<file path="config.mk">
export PLATFORM = sky130hd
export DESIGN_NAME = hc_csr_bank
export DESIGN_NICKNAME = d
export VERILOG_FILES = /design/src/rtl/grayscale_pkg.sv /design/src/rtl/hc_ctl_fsm.sv /design/src/rtl/hc_csr_bank.sv
export SDC_FILE = /design/constraint.sdc
export NUM_CORES = 1
export LEC_CHECK = 0
export ABC_CLOCK_PERIOD_IN_PS = 1300
export BUFFER_PORTS_ARGS = -buffer_cell sky130_fd_sc_hd__buf_2
export CELL_PAD_IN_SITES_DETAIL_PLACEMENT = 2
export CELL_PAD_IN_SITES_GLOBAL_PLACEMENT = 2
export CORE_ASPECT_RATIO = 1.2
export CORE_MARGIN = 5
export CORE_UTILIZATION = 31
export DETAILED_ROUTE_END_ITERATION = 6
export GPL_ROUTABILITY_DRIVEN = 0
export GPL_TIMING_DRIVEN = 0
export HOLD_SLACK_MARGIN = 0.02
export PLACE_DENSITY_LB_ADDON = 0.25
export SLEW_MARGIN = 15
export SYNTH_ARGS = -nofsm -noshare
export SYNTH_HDL_FRONTEND = slang
export SYNTH_HIERARCHICAL = 1
export SYNTH_SLANG_ARGS = --single-unit
</file>
<file path="constraint.sdc">
create_clock -name clk -period 1.3 [get_ports clk]
set_clock_uncertainty 0.1 [all_clocks]
set_input_delay 0.26 -clock clk [delete_from_list [all_inputs] [get_ports clk]]
set_output_delay 0.26 -clock clk [all_outputs]
set_load 0.05 [all_outputs]
</file>
<file path="src/rtl/grayscale_pkg.sv">
// grayscale_pkg: shared types and constants for the HardCloud CSR bank
//   HC_MAX_BUFFERS   upper bound on buffer descriptors
//   HC_CTL_*         control register action codes
//   t_hc_ctl_state   control FSM state encoding (read back through the control register)
//   t_hc_buffer      one buffer descriptor with its written-flags
//   CCI-P MMIO request/response channel structs (MMIO subset only)
package grayscale_pkg;
  localparam int HC_MAX_BUFFERS = 8;
  localparam logic [31:0] HC_CTL_ASSERT_RST   = 32'd0;
  localparam logic [31:0] HC_CTL_DEASSERT_RST = 32'd1;
  localparam logic [31:0] HC_CTL_START        = 32'd3;
  localparam logic [31:0] HC_CTL_STOP         = 32'd7;
  typedef enum logic [2:0] {
    S_CTL_RESET = 3'd0,
    S_CTL_IDLE  = 3'd1,
    S_CTL_RUN   = 3'd2,
    S_CTL_DONE  = 3'd3
  } t_hc_ctl_state;
  typedef struct packed {
    logic [63:0] addr;
    logic [31:0] size;
    logic        addr_set;
    logic        size_set;
  } t_hc_buffer;
  typedef struct packed {
    logic [15:0] address;
    logic [8:0]  tid;
  } t_ccip_c0_ReqMmioHdr;
  typedef struct packed {
    t_ccip_c0_ReqMmioHdr hdr;
    logic [63:0]         data;
    logic                mmioRdValid;
    logic                mmioWrValid;
  } t_if_ccip_c0_Rx;
  typedef struct packed {
    logic [8:0] tid;
  } t_ccip_c2_RspMmioHdr;
  typedef struct packed {
    t_ccip_c2_RspMmioHdr hdr;
    logic                mmioRdValid;
    logic [63:0]         data;
  } t_if_ccip_c2_Tx;
endpackage

</file>
<file path="src/rtl/hc_ctl_fsm.sv">
// hc_ctl_fsm: HardCloud control state machine
//   ctl_wr/ctl_data      decoded control register write and its action code
//   cfg_ready            all buffers valid and DSM address set
//   done_in/dsm_wr_ack   datapath completion pulse, DSM write acknowledge
//   state/soft_reset     current state, held datapath reset
//   start/dsm_wr_req     one-cycle start pulse, DSM completion write request
//   cfg_clear            ASSERT_RST seen: descriptor flags must be dropped
module hc_ctl_fsm
  import grayscale_pkg::*;
(
  input  logic          clk,
  input  logic          reset_n,
  input  logic          ctl_wr,
  input  logic [31:0]   ctl_data,
  input  logic          cfg_ready,
  input  logic          done_in,
  input  logic          dsm_wr_ack,
  output t_hc_ctl_state state,
  output logic          soft_reset,
  output logic          start,
  output logic          dsm_wr_req,
  output logic          cfg_clear
);
  t_hc_ctl_state state_q, state_d;
  logic start_q, start_d, req_q, req_d;
  logic cmd_rst, cmd_run, cmd_go, cmd_stop;
  assign cmd_rst  = ctl_wr && ctl_data == HC_CTL_ASSERT_RST;
  assign cmd_run  = ctl_wr && ctl_data == HC_CTL_DEASSERT_RST;
  assign cmd_go   = ctl_wr && ctl_data == HC_CTL_START;
  assign cmd_stop = ctl_wr && ctl_data == HC_CTL_STOP;
  // STOP is tested before done_in so a same-cycle STOP wins
  always_comb begin
    state_d = state_q;
    start_d = 1'b0;
    req_d   = req_q && !dsm_wr_ack;
    if (cmd_rst) begin
      state_d = S_CTL_RESET;
      req_d   = 1'b0;
    end else begin
      case (state_q)
        S_CTL_RESET: state_d = cmd_run ? S_CTL_IDLE : S_CTL_RESET;
        S_CTL_IDLE: begin
          start_d = cmd_go && cfg_ready;
          state_d = start_d ? S_CTL_RUN : S_CTL_IDLE;
        end
        S_CTL_RUN: begin
          state_d = cmd_stop ? S_CTL_IDLE : done_in ? S_CTL_DONE : S_CTL_RUN;
          req_d   = cmd_stop ? 1'b0 : done_in ? 1'b1 : req_d;
        end
        S_CTL_DONE: begin
          state_d = cmd_stop ? S_CTL_IDLE : S_CTL_DONE;
          req_d   = req_d && !cmd_stop;
        end
        default: state_d = S_CTL_RESET;
      endcase
    end
  end
  always_ff @(posedge clk or negedge reset_n) begin
    if (!reset_n) begin
      state_q <= S_CTL_RESET;
      start_q <= 1'b0;
      req_q   <= 1'b0;
    end else begin
      state_q <= state_d;
      start_q <= start_d;
      req_q   <= req_d;
    end
  end
  assign state      = state_q;
  assign soft_reset = state_q == S_CTL_RESET;
  assign start      = start_q;
  assign dsm_wr_req = req_q;
  assign cfg_clear  = cmd_rst;
endmodule

</file>
<file path="src/rtl/hc_csr_bank.sv">
// hc_csr_bank: HardCloud MMIO CSR bank (DSM address, control, buffer descriptors)
//   rx_mmio/tx_mmio       CCI-P MMIO request channel in, read response out (1-cycle latency)
//   dsm_base              DSM base byte address
//   buf_addr/size/valid   per-buffer descriptors; valid once both halves written
//   ctl_*                 control FSM state, held reset, start pulse
//   done_in               datapath completion pulse
//   dsm_wr_req/dsm_wr_ack DSM completion write handshake
module hc_csr_bank
  import grayscale_pkg::*;
#(
  parameter int          NUM_BUFFERS = 2,
  parameter logic [15:0] MMIO_BASE   = 16'h110
) (
  input  logic                         clk,
  input  logic                         reset_n,
  input  t_if_ccip_c0_Rx               rx_mmio,
  output t_if_ccip_c2_Tx               tx_mmio,
  output logic [63:0]                  dsm_base,
  output logic [NUM_BUFFERS-1:0][63:0] buf_addr,
  output logic [NUM_BUFFERS-1:0][31:0] buf_size,
  output logic [NUM_BUFFERS-1:0]       buf_valid,
  output t_hc_ctl_state                ctl_state,
  output logic                         ctl_soft_reset,
  output logic                         ctl_start,
  input  logic                         done_in,
  output logic                         dsm_wr_req,
  input  logic                         dsm_wr_ack
);
  // MMIO addresses arrive as 32-bit word addresses
  localparam logic [15:0] DSM_W = MMIO_BASE >> 2;
  localparam logic [15:0] CTL_W = (MMIO_BASE + 16'd8) >> 2;
  localparam logic [15:0] BUF_W = (MMIO_BASE + 16'd16) >> 2;
  logic [15:0] addr;
  logic wr, ctl_wr, cfg_clear;
  logic [63:0] dsm_base_q, dsm_base_d, rd_data;
  logic dsm_set_q, dsm_set_d;
  t_hc_buffer [NUM_BUFFERS-1:0] bufs_q, bufs_d;
  t_if_ccip_c2_Tx tx_q;
  assign addr   = rx_mmio.hdr.address;
  assign wr     = rx_mmio.mmioWrValid && addr < 16'h100;
  assign ctl_wr = wr && addr == CTL_W;
  always_comb begin
    dsm_base_d = dsm_base_q;
    dsm_set_d  = dsm_set_q && !cfg_clear;
    bufs_d     = bufs_q;
    rd_data    = '0;
    if (wr && addr == DSM_W) begin
      dsm_base_d = rx_mmio.data;
      dsm_set_d  = 1'b1;
    end
    if (addr == DSM_W) rd_data = dsm_base_q;
    if (addr == CTL_W) rd_data = {61'b0, ctl_state};
    for (int i = 0; i < NUM_BUFFERS; i++) begin
      if (cfg_clear) begin
        bufs_d[i].addr_set = 1'b0;
        bufs_d[i].size_set = 1'b0;
      end
      if (wr && addr == BUF_W + 16'(4 * i)) begin
        bufs_d[i].addr     = rx_mmio.data;
        bufs_d[i].addr_set = 1'b1;
      end
      if (wr && addr == BUF_W + 16'(4 * i + 2)) begin
        bufs_d[i].size     = rx_mmio.data[31:0];
        bufs_d[i].size_set = 1'b1;
      end
      if (addr == BUF_W + 16'(4 * i)) rd_data = bufs_q[i].addr;
      if (addr == BUF_W + 16'(4 * i + 2)) rd_data = {32'b0, bufs_q[i].size};
    end
  end
  always_ff @(posedge clk or negedge reset_n) begin
    if (!reset_n) begin
      dsm_base_q <= '0;
      dsm_set_q  <= 1'b0;
      bufs_q     <= '0;
      tx_q       <= '0;
    end else begin
      dsm_base_q       <= dsm_base_d;
      dsm_set_q        <= dsm_set_d;
      bufs_q           <= bufs_d;
      tx_q.mmioRdValid <= rx_mmio.mmioRdValid;
      tx_q.hdr.tid     <= rx_mmio.hdr.tid;
      tx_q.data        <= rd_data;
    end
  end
  for (genvar g = 0; g < NUM_BUFFERS; g++) begin : g_buf
    assign buf_addr[g]  = bufs_q[g].addr;
    assign buf_size[g]  = bufs_q[g].size;
    assign buf_valid[g] = bufs_q[g].addr_set && bufs_q[g].size_set;
  end
  assign dsm_base = dsm_base_q;
  assign tx_mmio  = tx_q;
  hc_ctl_fsm u_fsm (
    .clk        (clk),
    .reset_n    (reset_n),
    .ctl_wr     (ctl_wr),
    .ctl_data   (rx_mmio.data[31:0]),
    .cfg_ready  (&buf_valid && dsm_set_q),
    .done_in    (done_in),
    .dsm_wr_ack (dsm_wr_ack),
    .state      (ctl_state),
    .soft_reset (ctl_soft_reset),
    .start      (ctl_start),
    .dsm_wr_req (dsm_wr_req),
    .cfg_clear  (cfg_clear)
  );
endmodule

</file>
* Word-level counts from Yosys, hierarchy flattened
Cells that the tools add are included.
** Word-level totals
- Output and inout port bits :: 338
- Flip-flop bits (word level) :: 340
- Input bits :: 95
- Logic and storage cells :: 82
** Operators by class
- Muxes and demuxes :: 25
- $lt $le $gt $ge :: 1
- Reductions and logical operators :: 28
- Equal/unequal tests :: 12
** Operator list (number)
- 64-bit 2-to-1 mux :: 6
- 16-bit by 7-bit equality test with 1-bit output (second input constant) :: 6
- 32-bit by 1-bit equality test with 1-bit output (second input constant) :: 1
- 32-bit by 2-bit equality test with 1-bit output (second input constant) :: 1
- 32-bit by 3-bit equality test with 1-bit output (second input constant) :: 1
- 32-bit logical NOT :: 1
- 1-bit logical AND :: 18
- 16-bit by 9-bit < comparator with 1-bit output (second input constant) :: 1
- 1-bit 2-to-1 mux :: 12
- 3-bit one-hot mux with 4 select lines :: 1
- 2-bit nonzero test :: 4
- 3-bit by 2-bit equality test with 1-bit output (second input constant) :: 2
- 2-bit 2-to-1 mux :: 3
- 3-bit 2-to-1 mux :: 2
- 3-bit by 1-bit equality test with 1-bit output (second input constant) :: 1
- 1-bit logical NOT :: 3
- 3-bit logical NOT :: 1
- 1-bit one-hot mux with 2 select lines :: 1
- 2-bit AND reduction :: 1

* Depth between registers and ports, before layout
- Word-level depth :: 8
- Gate-level depth with buffers :: 8
- Gate-level depth less buffers :: 7

* Hierarchy
The synthesis kept the hierarchy.
** Modules (own cells, without submodules)
- hc_csr_bank :: seq. area each 8383.0 sq um, area each 14888.0 sq um, instances 1, cells an instance 1143
- hc_ctl_fsm :: seq. area each 100.1 sq um, area each 357.8 sq um, instances 1, cells an instance 40

* Least setup slack after synthesis
No wires, ideal clock.
- Kind :: input -> register
- From :: input rx_mmio[80] (netlist name)
- To :: register u_fsm.state_q[0] (netlist: u_fsm/state[0])
- Data arrival time :: 2.435 ns
- Data required time :: 1.113 ns
- Buffers on the path :: 1
- Cell stages on the path :: 8
- Setup time :: 0.087 ns
- Path slack :: -1.321 ns
- Cells stage by stage :: or4b_1 -> buf_6 -> nor3_1 -> and4_1 -> nor4b_2 -> nand4_2 -> or4_1 -> o211ai_1
** Between the ends
- Word-level cells in the longest chain between the ends :: 8
- Elaborated cells between the ends (all ways) :: 14
- Classes of those cells :: order compare: 1; eq/ne: 1; mux: 5; reduce/logical: 7
** RTL lines
- start: declaration :: line hc_csr_bank.sv:16 : input t_if_ccip_c0_Rx rx_mmio,
- 16-bit by 9-bit < comparator with 1-bit output :: line hc_csr_bank.sv:40 : assign wr = rx_mmio.mmioWrValid && addr < 16'h100;
- 1-bit logical AND :: line hc_csr_bank.sv:40
- 1-bit logical AND * :: line hc_csr_bank.sv:41 : assign ctl_wr = wr && addr == CTL_W;
- net ctl_wr :: line hc_csr_bank.sv:34 : logic wr, ctl_wr, cfg_clear;
- 1-bit logical AND :: line hc_ctl_fsm.sv:29 : assign cmd_go = ctl_wr && ctl_data == HC_CTL_START;
- 1-bit logical AND :: line hc_ctl_fsm.sv:43 : start_d = cmd_go && cfg_ready;
- 2-bit 2-to-1 mux :: line hc_ctl_fsm.sv:44 : state_d = start_d ? S_CTL_RUN : S_CTL_IDLE;
- 3-bit one-hot mux with 4 select lines :: line hc_ctl_fsm.sv:40 : case (state_q)
- 3-bit 2-to-1 mux * :: line hc_ctl_fsm.sv:36 : if (cmd_rst) begin
- net u_fsm.state_d[0] :: line hc_ctl_fsm.sv:24 : t_hc_ctl_state state_q, state_d;
- end signal: assignment :: line hc_ctl_fsm.sv:64 : state_q <= state_d;
- end: declaration :: line hc_ctl_fsm.sv:24
The timed path passes the listed nets; every way through them passes the cells marked *.
A chain may end at the register's enable or synchronous reset.

* Worst setup path in the final report
- From :: input rx_mmio[90] (netlist name)
- To :: register u_fsm.state_q[0] (netlist: u_fsm/state[0])
Same word-level chain as after synthesis.

==> reports/summary.txt <==
Largest voltage drop on the vdd net -> 1.072 mV
Hold Violations, Final -> 75
Drc violations -> 0
Cell count after synthesis -> 1183
Detailed-route wire length per cell -> 26.38 um
Series of cell instances along the critical path -> buf_6 -> or4_4 -> buf_12 -> nor3_4 -> and4_1 -> nor4b_4 -> nand4_4 -> buf_12 -> or4_1 -> o211ai_1
Ys async rst share -> 1.000
Initial antenna violation count -> 6
Average size of a mapped cell -> 12.89 um2
Worst r2r dst -> u_fsm/state[0]
Clk_lat worst skew -> 0.56 ns
Power density relative to cell area -> 1002 nW/um2
Max Clk Rate -> 422.3 MHz
Number of library cell types mapped by synthesis -> 52
Vertical die dimension -> 252.9 um
Total core area -> 48890 um2
Syn Std Cell Area -> 15250 um2
Tmin final -> 2.368 ns
Fill cell total of the finished layout -> 4892
Number of setup violations in the final report -> 666
Startpoint of the worst register-to-register path -> u_fsm/state[1]
Standard-cell row count -> 89
Clock Root Buffer -> sky130_fd_sc_hd__clkbuf_16
Static leakage -> 13.08 nW
Synth warn -> 6
Element type at the critical path end -> flop
Area delta synth->final -> 50.91%
Pre-Repair DR Iteration Count -> 5
Die area -> 53730 um2
Share of layout cells above drive strength 1 -> 0.6462
Antenna-violating nets left -> 0
Max-cap violations -> 0
Number of buffers added by the clock tree synthesis step -> 39
Clock slew at reported path FFs -> 0.06 ns
Worst-path cell with the longest stage delay -> sky130_fd_sc_hd__or4_4
CP Launch Type -> primary input
Post-route worst setup slack -> -1.068 ns
Effective utilization at floorplan -> 0.3119
GRT Util Overall -> 0.2313
First-iteration detailed-routing DRC count -> 555
Fin Setup TNS -> -363.76 ns
Most common cell after layout, fill and taps aside -> sky130_fd_sc_hd__buf_2
Worst reg2reg setup slack -> -0.34 ns
TritonCTS clock tree -> built
Worst EP arrival -> 2.73 ns
RSZ-0062 raised after global routing -> yes
Synth Register Bits -> 339
First-pass GRT wire length -> 92810 um
Status -> complete, but fails checks
Count of flip-flops with a built-in enable after synthesis -> 0
Worst stage delay on the critical path -> 0.58 ns
Path type of the worst min-delay path -> primary input to asynchronous set/reset pin
Number of buffers between clock root and the deepest sink -> 3
Worst reg2reg path depth -> 4
Sequential standard cell area -> 8484 um2
H-tree depth -> 2
Pins over their slew limit -> 0
Classification of the worst setup path -> primary input to flop
Largest net degree at the start of global routing -> 92
Sink Count -> 339
Violated checks -> hold timing, setup timing
Rel. slew slack -> 0.4319
Worst endpoint required time -> 1.66 ns
Pre-CTS setup slack -> -2.051 ns
Total number of vias -> 12070
Overall routed net length -> 65940 um
Number of nets in the layout -> 1928
Syn Nets -> 1278
Aggregate global routing overflow -> 0
Die outline width -> 212.4 um
Cell repeated most along the worst path -> sky130_fd_sc_hd__buf_12
Placed wire-length estimate -> 42320 um
Main flop type after synthesis -> sky130_fd_sc_hd__dfrtp_1
Final Hold Slack -> -0.3921 ns
Via count of the first global-routing pass -> 13770
Share of synthesized area occupied by flip-flops and latches -> 0.5564
Final cycle utilization of the critical path -> 1.821
Worst-margin pin slew -> 0.8496 ns
Top library cells by usage in the layout, fill and taps aside -> sky130_fd_sc_hd__buf_2, sky130_fd_sc_hd__dfrtp_1, sky130_fd_sc_hd__mux2_2
Number of port buffers -> 431
Multi-input gate area -> 5406 um2
Boundary Pins -> 433
Top fanout value on the critical path -> 6
Per-cell via count in the routed design -> 4.830
## worst max-delay path, delay by kind of cell
family | cells | cell delay (ns)
compound gates | 1 | 0.13
buf+inv | 3 | 0.43
simple gates | 6 | 1.89
## layer usage
layer / track usage / wire length, um
met1: 0.2703 / 25300
met2: 0.4229 / 35230
met3: 0.04882 / 3280
met4: 0.07225 / 2089
met5: 0 / 38
## repair_timing
| action | 4_1_cts | 5_1_grt |
|---|---|---|
| buffers inserted | 67 | 24 |
| resized for setup | 197 | 111 |
| setup endpoints to repair | 666 | 715 |
| hold endpoints to repair | 342 | 85 |
| hold buffers | 74 | 2 |
| gates cloned | 12 | 12 |
| pin swaps | 55 | 72 |
## worst max-delay path by stage
| stage | start | to | slack, ns | cells past startpoint |
|---|---|---|---|---|
| floorplan | rx_mmio[80] | u_fsm/state[0] | -1.11 | 8 |
| global placement | reset_n | u_fsm/state[1] | -7.77 | 1 |
| detailed placement | rx_mmio[87] | tx_mmio[7] | -2.05 | 7 |
| CTS | rx_mmio[80] | u_fsm/state[0] | -1.03 | 9 |
| global route | rx_mmio[90] | u_fsm/state[0] | -1.07 | 10 |
| finish | rx_mmio[90] | u_fsm/state[0] | -1.07 | 10 |
## flip-flops by register name, indices dropped and copies added (netlist names)
name / count
dsm_base: 64
tx_mmio: 74
u_fsm/start: 1
buf_addr: 128
buf_size: 64
u_fsm/dsm_wr_req: 1
bufs_q: 4
u_fsm/state: 2
dsm_set_q: 1
## final cells by class
| class | instances | area share |
|---|---|---|
| Clock buffer | 62 | 0.05237 |
| Clock inverter | 6 | 0.004568 |
| Timing Repair Buffer | 615 | 0.1956 |
| Tap cell | 637 | 0.03464 |
| Antenna cell | 3 | 0.0003263 |
| Multi-Input combinational cell | 555 | 0.2350 |
| Buffer | 249 | 0.1032 |
| Sequential cell | 339 | 0.3688 |
| Inverter | 34 | 0.005547 |
## cell families (layout without fill, tap and decap cells)
| logic type | count (synthesis) | count (layout) | synth area share |
|---|---|---|---|
| AOI/OAI and AO/OA | 155 | 155 | 0.07550 |
| xor gates and xnor gates | 1 | 1 | 0.0005746 |
| buffers and inverters | 289 | 966 | 0.1238 |
| DFF | 339 | 339 | 0.5564 |
| muxes | 259 | 259 | 0.1913 |
| other | 1 | 4 | 0.0002460 |
| and+or+nand+nor | 139 | 139 | 0.05211 |
## cell usage after synthesis (5+ instances only)
library cell                 n  area, um2
sky130_fd_sc_hd__buf_6       6      67.56
sky130_fd_sc_hd__nor4_1      5      31.28
sky130_fd_sc_hd__nor4_4      6      127.6
sky130_fd_sc_hd__buf_4     193       1449
sky130_fd_sc_hd__mux2_2    252       2838
sky130_fd_sc_hd__clkbuf_1   27      101.4
sky130_fd_sc_hd__nor2_1     38      142.6
sky130_fd_sc_hd__a21oi_1    20      100.1
sky130_fd_sc_hd__a31oi_1     5      31.28
sky130_fd_sc_hd__a211o_1    14      122.6
sky130_fd_sc_hd__a32oi_1    13      113.9
sky130_fd_sc_hd__dfrtp_1   339       8483
sky130_fd_sc_hd__a22oi_1    18      135.1
sky130_fd_sc_hd__mux2_1      7      78.83
sky130_fd_sc_hd__nor3_1      5      25.02
sky130_fd_sc_hd__a21oi_2    10      87.58
sky130_fd_sc_hd__inv_1      34      127.6
sky130_fd_sc_hd__nand2_1    51      191.4
sky130_fd_sc_hd__buf_2      27      135.1
sky130_fd_sc_hd__a222oi_1   29      290.3
sky130_fd_sc_hd__o21ai_0    30      150.1
## power breakdown
group          switching [W]  total (W)  internal, W  leakage [nW]
combinational       0.000630    0.00101     0.000375          7.75
clock                0.00455     0.0115      0.00692         0.644
sequential        0.00000653     0.0106       0.0106          4.69
## metrics by stage
stage          instance area, um2    util  power, W  cells  hold WS (ns)
2_1_floorplan               15540       -   0.01093   1183       -0.1356
3_3_place_gp                18490  0.3782   0.01148   2251        0.2679
3_5_place_dp                18580  0.3801   0.01153   2254        0.2017
4_1_cts                     22280  0.4558   0.02334   2474       -0.3961
5_1_grt                     23000  0.4705   0.02389   2497       -0.3737
6_report                    23010  0.4706   0.02306   2500       -0.3921
No activity file was read; power rests on OpenSTA's default activity.
